===== src/rtl/audio_pkg.sv =====
// Shared audio types and default sample/slot geometry.
// Exports DEF_RESOLUTION, DEF_SLOT_BITS, I2S_FRAME_BITS, stereo_sample_t.
package audio_pkg;

    localparam int DEF_RESOLUTION = 24;
    localparam int DEF_SLOT_BITS  = 32;
    localparam int I2S_FRAME_BITS = 2 * DEF_SLOT_BITS;

    typedef struct packed {
        logic [DEF_RESOLUTION-1:0] left;
        logic [DEF_RESOLUTION-1:0] right;
    } stereo_sample_t;

endpackage


===== src/rtl/i2s_tx_if.sv =====
// Stereo sample handshake into the I2S serializer.
// master drives left_in/right_in/in_valid; slave drives in_ready.
interface i2s_tx_if #(
    parameter int RESOLUTION = audio_pkg::DEF_RESOLUTION
) ();

    logic [RESOLUTION-1:0] left_in;
    logic [RESOLUTION-1:0] right_in;
    logic                  in_valid;
    logic                  in_ready;

    modport master (
        output left_in,
        output right_in,
        output in_valid,
        input  in_ready
    );

    modport slave (
        input  left_in,
        input  right_in,
        input  in_valid,
        output in_ready
    );

endinterface


===== src/rtl/i2s_bclk_gen.sv =====
// Bit clock divider: bclk toggles every BCLK_DIV clk cycles.
// Ports: clk, reset_n, i_enable -> o_bclk, o_bclk_rise, o_bclk_fall.
module i2s_bclk_gen #(
    parameter int BCLK_DIV = 4
) (
    input  logic clk,
    input  logic reset_n,
    input  logic i_enable,
    output logic o_bclk,
    output logic o_bclk_rise,
    output logic o_bclk_fall
);

    localparam int DW = (BCLK_DIV > 1) ? $clog2(BCLK_DIV) : 1;
    localparam logic [DW-1:0] TC = DW'(BCLK_DIV - 1);

    logic [DW-1:0] r_div_cnt;
    logic          r_bclk;
    logic          w_tc;

    assign w_tc = i_enable && (r_div_cnt == TC);

    always_ff @(posedge clk or negedge reset_n) begin
        if (!reset_n) begin
            r_div_cnt <= '0;
            r_bclk    <= 1'b0;
        end else if (!i_enable) begin
            r_div_cnt <= '0;
            r_bclk    <= 1'b0;
        end else if (w_tc) begin
            r_div_cnt <= '0;
            r_bclk    <= ~r_bclk;
        end else begin
            r_div_cnt <= r_div_cnt + DW'(1);
        end
    end

    // Strobes mark the clk edge on which the bclk register flips.
    assign o_bclk      = r_bclk;
    assign o_bclk_rise = w_tc && !r_bclk;
    assign o_bclk_fall = w_tc && r_bclk;

endmodule


===== src/rtl/i2s_tx.sv =====
// Stereo I2S transmitter: shadow buffer, frame register, serializer.
// Ports: clk, reset_n, enable, in_if (slave), bclk, lrclk, sdata, underrun.
// Build option I2S_TX_UNDERRUN_MUTE_EN: underrun loads a silent frame
// instead of repeating the previous one.
module i2s_tx
    import audio_pkg::*;
#(
    parameter int RESOLUTION = DEF_RESOLUTION,
    parameter int SLOT_BITS  = DEF_SLOT_BITS,
    parameter int BCLK_DIV   = 4
) (
    input  logic       clk,
    input  logic       reset_n,
    input  logic       enable,
    i2s_tx_if.slave    in_if,
    output logic       bclk,
    output logic       lrclk,
    output logic       sdata,
    output logic       underrun
);

    localparam int FRAME = 2 * SLOT_BITS;
    localparam int IW    = $clog2(FRAME);
    localparam int SW    = $clog2(SLOT_BITS);
    localparam int R     = RESOLUTION;

    localparam logic [IW-1:0] LAST = IW'(FRAME - 1);
    localparam logic [IW-1:0] SLOT = IW'(SLOT_BITS);

    logic [IW-1:0]        r_bit_idx;
    logic                 r_lrclk;
    logic                 r_sdata;
    logic                 r_underrun;
    logic                 r_shadow_full;
    logic [2*R-1:0]       r_shadow;
    logic [2*R-1:0]       r_frame;

    logic                 w_bclk;
    logic                 w_bclk_fall;
    logic                 w_unused_rise;
    logic                 w_ready;
    logic                 w_accept;
    logic                 w_wrap;
    logic [IW-1:0]        w_next_idx;
    logic                 w_next_right;
    logic [SW-1:0]        w_slot_pos;
    logic [R-1:0]         w_chan;
    logic [SLOT_BITS-1:0] w_slot_word;
    logic [SW-1:0]        w_tap;

    i2s_bclk_gen #(
        .BCLK_DIV (BCLK_DIV)
    ) u_bclk_gen (
        .clk         (clk),
        .reset_n     (reset_n),
        .i_enable    (enable),
        .o_bclk      (w_bclk),
        .o_bclk_rise (w_unused_rise),
        .o_bclk_fall (w_bclk_fall)
    );

    assign w_ready  = enable && !r_shadow_full;
    assign w_accept = in_if.in_valid && w_ready;
    assign in_if.in_ready = w_ready;

    assign w_next_idx = (r_bit_idx == LAST) ? '0
                                            : r_bit_idx + IW'(1);
    assign w_wrap     = w_bclk_fall && (r_bit_idx == LAST);

    assign w_next_right = (w_next_idx >= SLOT);
    assign w_slot_pos   = w_next_right ? SW'(w_next_idx - SLOT)
                                       : SW'(w_next_idx);
    assign w_chan       = w_next_right ? r_frame[R-1:0]
                                       : r_frame[2*R-1:R];

    // Slot image MSB-first: one delay bit, the sample, zero padding.
    // Slot position s reads bit SLOT_BITS-1-s of this word.
    assign w_slot_word = SLOT_BITS'({1'b0, w_chan})
                         << (SLOT_BITS - 1 - R);
    assign w_tap       = SW'(SLOT_BITS - 1) - w_slot_pos;

    always_ff @(posedge clk or negedge reset_n) begin
        if (!reset_n) begin
            r_bit_idx     <= LAST;
            r_lrclk       <= 1'b0;
            r_sdata       <= 1'b0;
            r_underrun    <= 1'b0;
            r_shadow_full <= 1'b0;
            r_shadow      <= '0;
            r_frame       <= '0;
        end else if (!enable) begin
            r_bit_idx     <= LAST;
            r_lrclk       <= 1'b0;
            r_sdata       <= 1'b0;
            r_underrun    <= 1'b0;
            r_shadow_full <= 1'b0;
            r_shadow      <= '0;
            r_frame       <= '0;
        end else begin
            r_underrun <= 1'b0;
            if (w_bclk_fall) begin
                r_bit_idx <= w_next_idx;
                r_lrclk   <= w_next_right;
                r_sdata   <= w_slot_word[w_tap];
            end
            if (w_wrap) begin
                if (r_shadow_full) begin
                    r_frame <= r_shadow;
                end else begin
                    r_underrun <= 1'b1;
`ifdef I2S_TX_UNDERRUN_MUTE_EN
                    r_frame <= '0;
`else
                    r_frame <= r_frame;
`endif
                end
            end
            // A sample arriving on the wrap edge never bypasses into
            // the frame; it waits in the shadow for the next one.
            if (w_accept) begin
                r_shadow      <= {in_if.left_in, in_if.right_in};
                r_shadow_full <= 1'b1;
            end else if (w_wrap && r_shadow_full) begin
                r_shadow_full <= 1'b0;
            end
        end
    end

    assign bclk     = w_bclk;
    assign lrclk    = r_lrclk;
    assign sdata    = r_sdata;
    assign underrun = r_underrun;

endmodule


===== src/flat_wrapper.sv =====
// flat-port wrapper written by rule: the top's interface ports become plain ports
module i2s_tx_flat import audio_pkg::*;
#(
    parameter int RESOLUTION = DEF_RESOLUTION,
    parameter int SLOT_BITS  = DEF_SLOT_BITS,
    parameter int BCLK_DIV   = 4
)
  (clk, reset_n, enable, bclk, lrclk, sdata, underrun, in_if_left_in, in_if_right_in, in_if_in_valid, in_if_in_ready);
  i2s_tx_if #(.RESOLUTION(RESOLUTION)) in_if_i ();
  input  logic clk;
  input  logic reset_n;
  input  logic enable;
  output logic bclk;
  output logic lrclk;
  output logic sdata;
  output logic underrun;
  input wire logic [$bits(in_if_i.left_in)-1:0] in_if_left_in;
  input wire logic [$bits(in_if_i.right_in)-1:0] in_if_right_in;
  input wire logic [$bits(in_if_i.in_valid)-1:0] in_if_in_valid;
  output wire logic [$bits(in_if_i.in_ready)-1:0] in_if_in_ready;
  assign in_if_i.left_in = in_if_left_in;
  assign in_if_i.right_in = in_if_right_in;
  assign in_if_i.in_valid = in_if_in_valid;
  assign in_if_in_ready = in_if_i.in_ready;
  i2s_tx #(.RESOLUTION(RESOLUTION), .SLOT_BITS(SLOT_BITS), .BCLK_DIV(BCLK_DIV)) u_core (.clk(clk), .reset_n(reset_n), .enable(enable), .in_if(in_if_i), .bclk(bclk), .lrclk(lrclk), .sdata(sdata), .underrun(underrun));
endmodule

===== config.mk =====
export PLATFORM = sky130hd
export DESIGN_NAME = i2s_tx_flat
export DESIGN_NICKNAME = d
export VERILOG_FILES = /design/src/rtl/audio_pkg.sv /design/src/rtl/i2s_tx_if.sv /design/src/rtl/i2s_bclk_gen.sv /design/src/rtl/i2s_tx.sv /design/src/flat_wrapper.sv
export SDC_FILE = /design/constraint.sdc
export NUM_CORES = 1
export LEC_CHECK = 0
export ABC_AREA = 1
export CORE_MARGIN = 5
export CORE_UTILIZATION = 60
export DETAILED_ROUTE_END_ITERATION = 7
export GPL_TIMING_DRIVEN = 0
export PLACE_DENSITY = 0.94
export SLEW_MARGIN = 20
export SYNTH_ARGS = -nofsm -noshare
export SYNTH_HDL_FRONTEND = slang
export SYNTH_SLANG_ARGS = --single-unit

===== constraint.sdc =====
create_clock -name clk -period 2.75 [get_ports clk]
set_input_delay 0.55 -clock clk [delete_from_list [all_inputs] [get_ports clk]]
set_output_delay 0.55 -clock clk [all_outputs]
set_load 0.01 [all_outputs]

==> results.py <==
metrics = {
    "outcome": {
        "status": "finished, final reports clean",
    },
    "sta": {
        "setup_viol": 0,
        "finalClockSkew_ps": 16.52,
        "rsz0062_at_grt": "no",
        "timing.fmax_mhz": 383.1,
        "period_share": 0.9492,
        "slew_violations": 0,
        "relSlewSlack": 0.6397,
        "hold_viol_final": 0,
        "hold_ws_ps": 80.98,
        "min_period_ps": 2610,
        "worst_pin_slew_ps": 538.5,
        "setup_slack_ps": 139.6,
    },
    "yosys": {
        "syn-num-nets": 614,
        "syn_area_per_cell_um2": 8.658,
        "syn-cell-area_um2": 4848,
        "yosysWarnings": 0,
        "syn-instance-count": 560,
        "seq_area_frac_synth": 0.5641,
        "synth_compound_area_frac": 0.1412,
        "synthSimpleGateAreaFrac": 0.2188,
        "synth.area.mux_share": 0,
        "synth-seq-cells": 109,
        "synth_top_family_by_area": "simple AND/OR/NAND/NOR gates",
        "synth_xor_xnor_area_share": 0.001806,
        "synth.distinct_cells": 28,
        "synth-adder-area-share": 0.005161,
    },
    "global_routing": {
        "grt_pass1_wl_um": 20710,
        "antenna_found_initial": 0,
        "overflow": 0,
        "grt_max_degree": 66,
        "grt_pass1_vias": 4355,
        "grt.total_usage": 0.2606,
    },
    "floorplanning": {
        "io_pins": 57,
        "dieArea_um2": 9978,
        "die_h_um": 99.89,
        "fp-row-count": 32,
        "core_area_um2": 7807,
        "fp.dieW_um": 99.89,
        "initial_core_util": 0.6210,
    },
    "worst_setup_path": {
        "crit_chain": "buf_2, inv_1, nor2_1, buf_2, clkdlybuf4s50_1",
        "start_kind": "input port",
        "r2r.worst_path.cells": 10,
        "path_common_cell": "buf_2",
        "arrival_ps": 2060,
        "crit_type": "input port to output pin",
        "cpMaxStageDelayCell": "clkdlybuf4s50_1",
        "required_ps": 2200,
        "cp_max_fo": 19,
        "crit_path_end_kind": "output pin",
        "rrSetupSlack_ps": 490,
        "cpPeakStageDelay_ps": 610,
        "reg2reg_to": "u_core.r_frame[8]",
        "reg2reg_from": "u_core.r_bit_idx[0]",
    },
    "routing": {
        "wl_um": 12250,
        "first_iter_violations": 291,
        "viasPerCell": 5.821,
        "post-route-drc-count": 0,
        "routedWlPerCell_um": 16.73,
        "vias": 4261,
        "first_pass_iters": 5,
        "ant_nets": 0,
    },
    "cts": {
        "clk_latency_ps": 360,
        "cts-root-buf": "clkbuf_8",
        "cts.htree.levels": 3,
        "cts_tree": "done",
        "cts.sinks": 109,
        "hold_buffers": 0,
        "clock_tree.buffer_depth": 2,
        "cts_buffers": 9,
        "cts.repair.resized": 2,
        "clk_pin_slew_ps": 110,
        "postCtsSetupRepairBufs": 0,
    },
    "cells_and_area": {
        "n_fill_cell": 564,
        "fin_nets": 679,
        "final_common_cell": "nand2_1",
        "final_cell_mix": "120 x nand2_1, 103 x dfrtp_1, 73 x nand3_1, 53 x clkdlybuf4s50_1, 51 x o21ai_0",
        "n_antenna_cell": 0,
        "synthToLayoutAreaGrowth_pct": 18.27,
        "layout-drive-gt1-share": 0.07937,
    },
    "min_path": {
        "min-delay-path-class": "input port to asynchronous set/reset pin",
    },
    "placement": {
        "portBuffers": 54,
        "dp_slack_ps": -265.6,
        "dp_hpwl_um": 9311,
        "gp_congestion": 0.9380,
    },
    "flow_run": {
        "drv_cap": 0,
    },
    "power_and_ir_drop": {
        "peakVddDrop_uv": 318.4,
        "powerDensity_nw_per_um2": 541.7,
        "p_leak_nw": 2.643,
    },
}
[per-layer routing]
metal / share of wire / track usage / wire length, µm / vias to the layer above
met2: 0.50 / 0.4366 / 6086 / 151
li1: - / - / - / 1980
met4: 0.027 / 0.1029 / 335 / 0
met5: 0 / 0 / 0 / -
met1: 0.42 / 0.3420 / 5193 / 2104
met3: 0.051 / 0.04031 / 629 / 26
[flip-flops by register name, indices dropped and copies added, names as in the netlist]
register and flops:
u_core.r_shadow 48, u_core.r_bit_idx 6, u_core.lrclk 1, u_core.underrun 1
u_core.r_frame 48, u_core.r_shadow_full 1, u_core.u_bclk_gen.o_bclk 1, u_core.u_bclk_gen.r_div_cnt 2
u_core.sdata 1
[worst max path at each step]
stage / start / endpoint / slack [ps] / cells past startpoint
floorplan: enable / in_if_in_ready / 710 / 5
global placement: reset_n / u_core.r_shadow[37] / -2600 / 1
detailed placement: enable / in_if_in_ready / -270 / 6
CTS: enable / in_if_in_ready / 30 / 6
global route: enable / in_if_in_ready / 30 / 5
finish: enable / in_if_in_ready / 140 / 5
[kinds of logic after synthesis]
kind of cell,after synthesis
xor+xnor,1
buf+inv,82
flops,109
fa+ha+maj,2
compound gates,120
simple gates,246
[stage by stage]
stage | utilization | setup TNS, ps | total power, mW | area, µm² | instances
CTS | 0.7351 | 0 | 3.115 | 5739 | 733
global placement | 0.7066 | -276120 | 2.168 | 5517 | 716
finish | 0.7345 | 0 | 3.106 | 5734 | 732
floorplan | - | 0 | 2.001 | 4848 | 560
global route | 0.7345 | 0 | 3.242 | 5734 | 732
detailed placement | 0.7103 | -265.6 | 2.199 | 5545 | 717
[cell type report]
| class | count | area (µm²) | share of cell area |
|---|---|---|---|
| plain buffers | 33 | 151.4 | 0.02640 |
| clock buffers | 10 | 137.6 | 0.02400 |
| clock inverters | 6 | 53.80 | 0.009382 |
| inverters | 48 | 180.2 | 0.03142 |
| multi-input cells | 369 | 1779 | 0.3103 |
| flip-flops and latches | 109 | 2735 | 0.4770 |
| well taps | 102 | 127.6 | 0.02226 |
| repair buffers | 55 | 569.3 | 0.09928 |
[synth_stat cells]
master / n / area share
a21oi_1: 36 / 0.037
a22oi_1: 5 / 0.0077
buf_1: 2 / 0.0015
buf_2: 9 / 0.0093
buf_4: 4 / 0.0062
clkbuf_1: 19 / 0.015
dfrtp_1: 103 / 0.53
dfstp_2: 6 / 0.033
ha_1: 2 / 0.0052
inv_1: 47 / 0.036
inv_2: 1 / 0.00077
nand2_1: 120 / 0.093
nand2_2: 1 / 0.0013
nand2_4: 1 / 0.0023
nand3_1: 73 / 0.075
nand3_2: 2 / 0.0041
nand4_1: 1 / 0.0013
nor2_1: 41 / 0.032
nor2_2: 3 / 0.0039
nor2_4: 1 / 0.0023
nor3_1: 1 / 0.0010
o211ai_1: 6 / 0.0093
o21ai_0: 51 / 0.053
o21ai_1: 3 / 0.0031
o21ai_4: 1 / 0.0034
o31ai_1: 18 / 0.028
or2_2: 2 / 0.0026
xor2_1: 1 / 0.0018
[critical path: cells and delay by family]
family,cells,cell delay (ps)
buf+inv,4,1340
simple gates,1,170
[power breakdown]
| part | total, mW | switching [mW] | internal (mW) |
|---|---|---|---|
| registers | 1.79 | 0.0591 | 1.73 |
| logic | 0.380 | 0.224 | 0.156 |
| clock network | 0.938 | 0.566 | 0.371 |
Note: power is estimated with default switching activity, not from simulation.
